==> config.mk <==
export PLATFORM = sky130hd
export DESIGN_NAME = power_toggle_monitor
export DESIGN_NICKNAME = d
export VERILOG_FILES = /design/src/rtl/power_toggle_monitor.sv
export SDC_FILE = /design/constraint.sdc
export NUM_CORES = 1
export LEC_CHECK = 0
export CAP_MARGIN = 30
export CELL_PAD_IN_SITES_DETAIL_PLACEMENT = 0
export CELL_PAD_IN_SITES_GLOBAL_PLACEMENT = 1
export CORE_UTILIZATION = 48
export CTS_CLUSTER_SIZE = 12
export DETAILED_ROUTE_END_ITERATION = 10
export GPL_ROUTABILITY_DRIVEN = 0
export PLACE_DENSITY_LB_ADDON = 0.1
export SLEW_MARGIN = 10
export SYNTH_ARGS = -nofsm -noshare
export SYNTH_HDL_FRONTEND = slang
export SYNTH_SLANG_ARGS = --single-unit
==> constraint.sdc <==
create_clock -name clk -period 2.8 [get_ports clk]
set_input_delay 0.56 -clock clk [delete_from_list [all_inputs] [get_ports clk]]
set_output_delay 0.56 -clock clk [all_outputs]
set_load 0.005 [all_outputs]
==> src/rtl/power_toggle_monitor.sv <==
// -----------------------------------------------------------------------------
// power_toggle_monitor
//
// Activity stage placed downstream of a combinational power sub-circuit.
// It watches the primary inputs and the output of the sub-circuit, counts how
// often each of them toggles over a fixed window of valid samples, and then
// streams one count per signal to the power-estimation collector.
//
// Operation:
//   IDLE   : waits for start. start clears every toggle counter and the
//            window counter. A sample_en in the same cycle is dropped.
//   PRIME  : the first valid sample only seeds the previous-sample register,
//            so that the first counted sample has a reference to compare to.
//   COUNT  : every valid sample adds (sig_in ^ prev) into the per-signal
//            counters (saturating). After 2**WIN_LOG2 counted samples the
//            block moves to REPORT.
//   REPORT : one beat per signal, index 0 first. A beat is held stable until
//            it is accepted. Accepting the last beat returns to IDLE.
//
// Ports:
//   clk        in   rising-edge clock
//   rst_n      in   asynchronous active-low reset
//   start      in   begin a measurement (only honoured in IDLE)
//   sample_en  in   sig_in carries a valid vector this cycle
//   sig_in     in   NUM_SIG monitored signals, bit k = signal k
//   busy       out  high in every state other than IDLE
//   rpt_valid  out  report beat valid
//   rpt_ready  in   collector accepts the current beat
//   rpt_idx    out  signal index of the current beat
//   rpt_count  out  toggle count of signal rpt_idx
//   rpt_last   out  current beat carries index NUM_SIG-1
//
// All outputs come straight from flops. Their next values are derived from
// the next-state logic, so the first beat is valid on the cycle right after
// the final counted sample has been clocked in.
// -----------------------------------------------------------------------------
module power_toggle_monitor #(
  parameter int NUM_SIG  = 5,
  parameter int CNT_W    = 16,
  parameter int WIN_LOG2 = 8,
  localparam int IDX_W   = (NUM_SIG > 1) ? $clog2(NUM_SIG) : 1
) (
  input  logic               clk,
  input  logic               rst_n,
  input  logic               start,
  input  logic               sample_en,
  input  logic [NUM_SIG-1:0] sig_in,
  output logic               busy,
  output logic               rpt_valid,
  input  logic               rpt_ready,
  output logic [IDX_W-1:0]   rpt_idx,
  output logic [CNT_W-1:0]   rpt_count,
  output logic               rpt_last
);

  // FSM encoding
  localparam logic [1:0] ST_IDLE   = 2'd0;
  localparam logic [1:0] ST_PRIME  = 2'd1;
  localparam logic [1:0] ST_COUNT  = 2'd2;
  localparam logic [1:0] ST_REPORT = 2'd3;

  // The window counter has one spare bit so the full window length is
  // representable after the final sample.
  localparam int              WIN_W    = WIN_LOG2 + 1;
  localparam logic [WIN_W-1:0] WIN_LAST = WIN_W'((2 ** WIN_LOG2) - 1);
  localparam logic [IDX_W-1:0] IDX_LAST = IDX_W'(NUM_SIG - 1);
  localparam logic [CNT_W-1:0] CNT_MAX  = {CNT_W{1'b1}};

  // State registers
  logic [1:0]         state_r;
  logic [CNT_W-1:0]   cnt_r [NUM_SIG];
  logic [NUM_SIG-1:0] prev_r;
  logic [WIN_W-1:0]   win_r;
  logic [IDX_W-1:0]   idx_r;

  // Output registers
  logic               busy_r;
  logic               rpt_valid_r;
  logic [IDX_W-1:0]   rpt_idx_r;
  logic [CNT_W-1:0]   rpt_count_r;
  logic               rpt_last_r;

  // Next-state values
  logic [1:0]         state_s;
  logic [CNT_W-1:0]   cnt_s [NUM_SIG];
  logic [NUM_SIG-1:0] prev_s;
  logic [WIN_W-1:0]   win_s;
  logic [IDX_W-1:0]   idx_s;
  logic               hs_s;

  // Next output values
  logic               busy_s;
  logic               rpt_valid_s;
  logic [IDX_W-1:0]   rpt_idx_s;
  logic [CNT_W-1:0]   rpt_count_s;
  logic               rpt_last_s;

  assign hs_s = rpt_valid_r & rpt_ready;

  // Next-state logic: FSM transitions, toggle accumulation, beat sequencing
  always_comb begin
    state_s = state_r;
    cnt_s   = cnt_r;
    prev_s  = prev_r;
    win_s   = win_r;
    idx_s   = idx_r;
    case (state_r)
      ST_IDLE: begin
        // start has priority; any sample offered alongside it is dropped
        if (start) begin
          state_s = ST_PRIME;
          for (int k = 0; k < NUM_SIG; k++) begin
            cnt_s[k] = {CNT_W{1'b0}};
          end
          win_s = {WIN_W{1'b0}};
          idx_s = {IDX_W{1'b0}};
        end else begin
          state_s = ST_IDLE;
        end
      end
      ST_PRIME: begin
        // reference sample only, nothing is counted
        if (sample_en) begin
          prev_s  = sig_in;
          state_s = ST_COUNT;
        end else begin
          state_s = ST_PRIME;
        end
      end
      ST_COUNT: begin
        if (sample_en) begin
          for (int k = 0; k < NUM_SIG; k++) begin
            // saturate rather than wrap so a busy signal never reads as quiet
            if ((sig_in[k] ^ prev_r[k]) && (cnt_r[k] != CNT_MAX)) begin
              cnt_s[k] = cnt_r[k] + CNT_W'(1);
            end else begin
              cnt_s[k] = cnt_r[k];
            end
          end
          prev_s = sig_in;
          win_s  = win_r + WIN_W'(1);
          if (win_r == WIN_LAST) begin
            state_s = ST_REPORT;
            idx_s   = {IDX_W{1'b0}};
          end else begin
            state_s = ST_COUNT;
          end
        end else begin
          state_s = ST_COUNT;
        end
      end
      ST_REPORT: begin
        if (hs_s) begin
          if (idx_r == IDX_LAST) begin
            state_s = ST_IDLE;
            idx_s   = {IDX_W{1'b0}};
          end else begin
            idx_s = idx_r + IDX_W'(1);
          end
        end else begin
          state_s = ST_REPORT;
        end
      end
      default: begin
        state_s = ST_IDLE;
      end
    endcase
  end

  // Next output values, derived from the next state so outputs are registered
  // yet line up with the state they describe
  always_comb begin
    busy_s      = (state_s != ST_IDLE);
    rpt_valid_s = 1'b0;
    rpt_idx_s   = {IDX_W{1'b0}};
    rpt_count_s = {CNT_W{1'b0}};
    rpt_last_s  = 1'b0;
    if (state_s == ST_REPORT) begin
      rpt_valid_s = 1'b1;
      rpt_idx_s   = idx_s;
      rpt_count_s = cnt_s[idx_s];
      rpt_last_s  = (idx_s == IDX_LAST);
    end else begin
      rpt_valid_s = 1'b0;
    end
  end

  // Core state registers
  always_ff @(posedge clk or negedge rst_n) begin
    if (!rst_n) begin
      state_r <= ST_IDLE;
      for (int k = 0; k < NUM_SIG; k++) begin
        cnt_r[k] <= {CNT_W{1'b0}};
      end
      prev_r <= {NUM_SIG{1'b0}};
      win_r  <= {WIN_W{1'b0}};
      idx_r  <= {IDX_W{1'b0}};
    end else begin
      state_r <= state_s;
      cnt_r   <= cnt_s;
      prev_r  <= prev_s;
      win_r   <= win_s;
      idx_r   <= idx_s;
    end
  end

  // Output registers; reset drops rpt_valid asynchronously
  always_ff @(posedge clk or negedge rst_n) begin
    if (!rst_n) begin
      busy_r      <= 1'b0;
      rpt_valid_r <= 1'b0;
      rpt_idx_r   <= {IDX_W{1'b0}};
      rpt_count_r <= {CNT_W{1'b0}};
      rpt_last_r  <= 1'b0;
    end else begin
      busy_r      <= busy_s;
      rpt_valid_r <= rpt_valid_s;
      rpt_idx_r   <= rpt_idx_s;
      rpt_count_r <= rpt_count_s;
      rpt_last_r  <= rpt_last_s;
    end
  end

  assign busy      = busy_r;
  assign rpt_valid = rpt_valid_r;
  assign rpt_idx   = rpt_idx_r;
  assign rpt_count = rpt_count_r;
  assign rpt_last  = rpt_last_r;

endmodule
==> impl_results.md, run 1 <==
- Syn_area_per_cell: 9.05 um2
- H-tree Lvls: 4
- Post-detail-place hpwl: 15.8 mm
- Max incr delay on CP: approximately 0.37 ns
- Max IR drop VDD: between 0.4 and 0.5 mV
- Crit-path leading delay family: compound AO/OA/AOI/OAI gates
- Ys flop type: dfrtp_1
- Mapped Nets: 841
- CTS Buf Count: 17
- Critical path arrival: around 3.0 ns
- CORE AREA: 15,100 um2
- Die ar.: 15,900 um2
- Yosys synthesis warning count: 0
- Number of max-cap violations: 0
- Gr ovfl total: 0
- Largest net degree at the start of global routing: 64
- Slowest stage cell, crit path: dfrtp_1
- Final ANT Viol Nets: 0
- DR WL/cell: 19.8 um
- Hold WS: 0.0504 ns
- CP Class: flop to flop
- TNS Setup: 0 ns
- Fraction of layout cells with a size suffix above 1: between 20% and 30%
- Outcome: finished, final reports clean
- Actual slew at the worst max-slew pin: roughly 0.57 ns
- Design Power: just over 6000 uW
- Worst endpoint required time: roughly 3 ns
- Die Y-Extent: about 130 um
- Total number of vias: 7,011
- Final setup fails: 0
- Slew Limit Fails: 0
- Root Driver: clkbuf_16
- Crit end category: flop
- Pwr Density: around 650 nW/um2
- DRT Pass-1 Iters: 5
- Post-synthesis cell area: ~7400 um2
- Mapped Cells: around 820
- Fmax: 369 MHz
- Fillers: 1,288
- Final design area excluding fillers: ~9400 um2
- Number of synthesized flops with an enable pin: 0
- Hold WC Path Type: input port to async pin
- Share of the synthesized area in the top cell type: between 40% and 50%
- Synth Register Bits: between 100 and 150
- Worst-path clk slew: ~0.060 ns
- Post-route DRC violation count: 0
- Vias in the first global route: 6,750
- Max Clock Skew: between 0.01 and 0.015 ns
- Nets: 963
- Post-synthesis sequential area ratio: 40.9%
- Top post-synthesis cells by area: dfrtp_1 41%, nand2_1 7.3%, xnor2_1 4.3%
- Crit Path Max Fanout: 19
- Maximum buffer depth of the clock tree: 2
- N_diodes: 0
- CP cell instances: ha_2 > nand3_1 > nor2_1 > ha_1 > nand2_1 > a211oi_2 > a31o_2 > inv_2 > buf_12 > a221o_1 > a32oi_2 > o21ai_0
- Via density per instance: slightly above 6
- Total GRT Usage: 29.4%
- Clk_lat worst skew: around 0.43 ns
- Initial antenna violation count: 0
- DRT iter0 DRCs: about 550
- Standby leakage power: approximately 0.004 uW
- Final min period: roughly 2.7 ns
- Cell accounting for the most synthesized area: dfrtp_1
- Total Wirelength: between 20 and 25 mm
- Initial Util: 48.8%
- Worst Path Buf+Inv: 2
- Startpoint Class: flop
- Fin. Hold Viols: 0
- Post-synthesis cell type count: 70
- Std cell rows: 45
- Final period util: between 90% and 100%
- Global-route wire length before repair: roughly 36 mm
- CTS tree: built
- Slew HR: roughly 62%
- Hold Buf Count CTS: 0
- Clock sinks: roughly 120
- Placement Cell Area: roughly 8700 um2
- Ports: 32
- Die width: ~130 um
- RSZ-0062 raised after global routing: yes
- IO Port Bufs: 31
- Fraction of registers with async set/reset: 100%
- P&R area growth vs syn: 26.5%
==> cells by family (layout without fill, tap and decap cells) <==
family,count (synthesis),count (layout),synth area share [%]
and+or+nand+nor,334,334,23.6
AOI/OAI and AO/OA,207,207,19.8
DFF,121,121,40.9
xor gates and xnor gates,63,63,7.46
buffers and inverters,62,197,3.50
muxes,16,16,2.34
adders and majority gates,14,14,2.37
==> final timing paths <==
check / from / endpoint / slack (ns) / depth (start not counted)
setup / recovery: win_r[1] / rpt_count[6] / 0.09 / 12
hold / removal: rst_n / win_r[6] / 0.05 / 1
setup reg to reg: win_r[1] / rpt_count[6] / 0.09 / 12
hold reg to reg: prev_r[1] / prev_r[1] / 0.53 / 1
max in group asynchronous: rst_n / rpt_count[2] / 1.92 / 2
min in group clk: prev_r[1] / prev_r[1] / 0.53 / 1
==> registers in the layout, summed over array words and instances (netlist names), 2 cells and up <==
register / flops
cnt_r: 80
prev_r: 5
rpt_count: 16
win_r: 9
rpt_idx: 3
idx_r: 3
state_r: 2
==> Yosys cell counts, types with 5 or more instances <==
| library cell | count |
|---|---|
| o211ai_1 | 9 |
| buf_2 | 18 |
| a21o_1 | 5 |
| dfrtp_1 | 121 |
| or3_1 | 5 |
| a221o_1 | 9 |
| clkbuf_1 | 17 |
| mux2i_1 | 6 |
| and3_1 | 19 |
| inv_1 | 16 |
| or2_2 | 5 |
| nand4_1 | 20 |
| xor2_1 | 27 |
| a21oi_1 | 32 |
| nand3_1 | 34 |
| a211o_1 | 5 |
| nor4_1 | 13 |
| nand2_1 | 143 |
| o21ai_0 | 51 |
| xnor2_1 | 36 |
| a32oi_1 | 7 |
| nor3b_1 | 5 |
| ha_1 | 14 |
| nor3_1 | 33 |
| nor2_1 | 18 |
| mux2_2 | 10 |
| and4_1 | 7 |
| a22o_1 | 17 |
| a221oi_1 | 8 |
| a211oi_1 | 10 |
| buf_1 | 8 |
| o31a_1 | 5 |
| and2_1 | 8 |
| o31ai_1 | 6 |
==> cells in the final DEF, fill, tap and decap left out, types with 4 or more instances in the layout <==
cell and instances:
nand4_1 20, o211ai_1 9, mux2_2 10, dfrtp_1 121, clkinvlp_4 5, and2_1 7
nor4_1 13, nor3b_1 5, nand2b_1 4, o21ai_1 5, xor2_1 27, a22o_1 17
o22ai_1 4, nand2_1 143, and3_1 19, mux2i_1 5, or3_1 5, a211oi_1 9
o31a_1 5, inv_1 15, inv_6 4, xnor2_1 36, a21oi_1 31, o31ai_1 6
nand3_1 34, nor2_1 18, and4_1 7, ha_1 12, a211o_1 5, buf_4 108
clkbuf_16 17, clkdlybuf4s50_1 30, a221oi_1 7, nor3_1 32, buf_12 7, a21o_1 5
a221o_1 9, a32oi_1 6, o21ai_0 50, or2_2 5
==> cell type report <==
type	instances	area, um2	area share, %
inverters	18	71.3	0.762
flip-flops and latches	121	3030	32.4
multi-input cells	634	4190	44.8
repair buffers	147	1270	13.5
clock inverters	12	118	1.26
clock buffers	20	447	4.77
well taps	188	235	2.51
==> where the power goes <==
group / switching (uW) / total (uW) / internal (uW) / leakage [uW]
sequential: 136 / 2020 / 1890 / 0.00167
clock: 868 / 2120 / 1250 / 0.000264
combinational: 1120 / 1910 / 784 / 0.00216
==> per-layer routing <==
metal	routed length (um)	vias up	GRT usage (%)
met5	0	-	0
met4	727	0	13.3
met3	1250	43	6.24
met2	10300	248	45.2
met1	10200	3448	40.0
li1	-	3272	-
==> repair_timing <==
action	CTS	global route
setup endpoints to repair	5	12
gates resized for setup	2	15
setup buffers	0	3
pin swaps	0	4
==> per-stage QoR <==
stage / utilization [%] / instances / setup slack [ns]
final: 61.8 / 1140 / 0.0929
after global routing: 61.8 / 1140 / -0.0453
after CTS: 61.2 / 1137 / 0.0253
after detailed placement: 57.4 / 1105 / -0.456
after global placement: 57.4 / 1105 / -0.432
after floorplan: - / 817 / 0.213
Power figures use the tool's default switching activity.
==> run 2, diff against run 1 <==
- CORE_UTILIZATION: 48 -> 49
- CTS_BUF_LIST: not set -> sky130_fd_sc_hd__clkbuf_2
==> impl_results.md, run 2 (synthesis results as in run 1) <==
- Outcome: finished with violations
- Failing checks: DRC
- Worst endpoint required time: 3.47 ns (+0.38 ns)
- DRT iter0 DRCs: 603 (+11%)
- Commonest non-fill, non-tap cell in the layout: nand2_1
- Critical path arrival: 3.35 ns (+0.36 ns)
- Startpoint Class: flop
- Standby leakage power: 0.00393 uW (-3.9%)
- Max incr delay on CP: 0.42 ns (+0.05 ns)
- Reg-to-reg slack, setup: 0.13 ns (+0.03 ns)
- Hold WC Path Type: input port to async pin
- Crit Path Max Fanout: 6 (-13)
- Clk_lat worst skew: 0.73 ns (+0.30 ns)
- Via density per instance: 6.17 (+0.26%)
- Initial Util: 50.5% (+1.7 points)
- TNS Setup: 0 ns (unchanged)
- Vias in the first global route: 6,514 (-3.5%)
- Final min period: 2.67 ns (-0.0327 ns)
- RSZ-0062 raised after global routing: yes
- Die ar.: 15,600 um2 (-2.0%)
- Storage cell area: 3030 um2 (about the same)
- Fmax: 374 MHz (+1.2%)
- Max reg flops: 80 (unchanged)
- CP Class: flop to flop
- Ports: 32 (unchanged)
- Total GRT Usage: 29.3% (-0.18 points)
- Final setup fails: 0 (unchanged)
- Largest register by flop count: cnt_r
- Final ANT Viol Nets: 0 (unchanged)
- DR WL/cell: 19.7 um (-0.45%)
- Root Driver: clkbuf_2
- N_diodes: 0 (unchanged)
- Area of the multi-input gates: 4210 um2 (+0.51%)
- Clock sinks: 121 (unchanged)
- Most frequent cells in the layout: 142 x nand2_1, 120 x dfrtp_1, 98 x buf_4
- H-tree Lvls: 4 (unchanged)
- Total Wirelength: 22.2 mm (-1.7%)
- Number of max-cap violations: 0 (unchanged)
- CORE AREA: 14,600 um2 (-3.3%)
- Slowest stage cell, crit path: dfrtp_1
- Die Y-Extent: 125 um (-1.0%)
- CTS Buf Count: 17 (unchanged)
- Std cell rows: 44 (-2.2%)
- Post-route DRC violation count: 9 (+9)
- Max Clock Skew: 0.0425 ns (+0.0302 ns)
- P&R area growth vs syn: 21.8%
- Actual slew at the worst max-slew pin: 0.615 ns (+0.0497 ns)
- Post-layout util: 61.5% (-0.25 points)
- Crit end category: flop
- Maximum buffer depth of the clock tree: 2 (unchanged)
- Worst Path Buf+Inv: 2 (unchanged)
- Nets: 953 (-1.0%)
- Max IR drop VDD: 0.367 mV (-14%)
- Initial antenna violation count: 0 (unchanged)
- Die width: 125 um (-1.0%)
- Slew Limit Fails: 0 (unchanged)
- DRT Pass-1 Iters: 8 (+3)
- CP cell instances: ha_2 > nand3_1 > nor2_1 > ha_2 > and3_1 > a211oi_2 > a221oi_2 > nor2b_2 > buf_4 > nand2_1 > buf_4 > a311oi_4 > a211o_1
- Slew HR: 58.7% (-3.1 points)
- Largest net degree at the start of global routing: 71 (+11%)
- Pwr Density: 587 nW/um2 (-9.2%)
- Fin. Hold Viols: 0 (unchanged)
- Global-route wire length before repair: 35.3 mm (-1.7%)
- CTS tree: built
- IO Port Bufs: 31 (unchanged)
- Fraction of layout cells with a size suffix above 1: 20.1% (-0.42 points)
- Gr ovfl total: 0 (unchanged)
- Worst-path clk slew: 0.20 ns (+0.14 ns)
- Final period util: 95.5% (-1.2 points)
- Total number of vias: 6,943 (-0.97%)
- Post-detail-place hpwl: 15.9 mm (+0.30%)
- Crit-path leading delay family: compound AO/OA/AOI/OAI gates
- Fillers: 1,221 (-5.2%)
-- run 2: cell types whose count changed in the layout (fill, tap and decap cells not counted), sizes merged --
cell / before / now
buf: 117 / 105
clkinv: 4 / 8
bufinv: 1 / 4
clkbuf: 20 / 17
inv: 20 / 17
clkinvlp: 5 / 4
dlygate4sd3: 0 / 1
mux2i: 6 / 7
-- run 2: timing repair --
item,4_1_cts,5_1_grt
buffers inserted,0,3
gates cloned,0,1
pin swaps,0,6
setup endpoints to repair,1,14
hold buffers,1,0
resized for setup,1,23
endpoints found under the hold margin,23,0
-- run 2: cell type report --
cell class | instances | share of cell area [%]
clock buffers | 17 | 0.944
clock inverters | 15 | 2.22
inverters | 18 | 0.847
multi-input cells | 635 | 46.7
flip-flops and latches | 121 | 33.6
well taps | 184 | 2.56
repair buffers | 136 | 13.1
-- run 2: power breakdown --
group          switching (uW)  total [uW]  internal (uW)
clock                     744        1330            588
sequential                121        2000           1880
combinational            1160        1960            793
-- run 2: worst paths after layout --
kind,from,endpoint,cells past startpoint
min,rst_n,cnt_r[62],2
max,win_r[1],rpt_count[15],13
max reg2reg,win_r[1],rpt_count[15],13
min reg2reg,prev_r[3],prev_r[3],1
min in group clk,sig_in[4],prev_r[4],2
max in group asynchronous,rst_n,cnt_r[77],3
-- run 2: metal layers --
metal	vias up	routed length [um]	track usage (%)
met5	-	0	0
met4	0	619	10.2
met3	44	1500	5.84
met2	261	10000	44.9
met1	3379	10000	41.1
li1	3259	-	-
-- run 2: worst register-to-register path, stage by stage, from the launching register on --
cell and delay, ns:
dfrtp_1 0.42, ha_2 0.21, nand3_1 0.06, nor2_1 0.11
ha_2 0.19, and3_1 0.18, a211oi_2 0.07, a221oi_2 0.31
nor2b_2 0.18, buf_4 0.17, nand2_1 0.13, buf_4 0.18
a311oi_4 0.29, a211o_1 0.15
-- run 2: per-stage QoR --
| stage | hold slack [ns] | instances | total power, uW | instance area [um2] | setup WS [ns] |
|---|---|---|---|---|---|
| 3_5_place_dp | 0.497 | 1089 | 3890 | 8590 | -0.216 |
| 5_1_grt | 0.267 | 1126 | 5550 | 9010 | -0.0374 |
| 6_report | 0.278 | 1126 | 5290 | 9010 | 0.126 |
| 2_1_floorplan | 0.264 | 817 | 2990 | 7390 | 0.213 |
| 4_1_cts | 0.251 | 1122 | 5230 | 8890 | 0.00110 |
| 3_3_place_gp | 0.491 | 1089 | 3850 | 8590 | -0.213 |
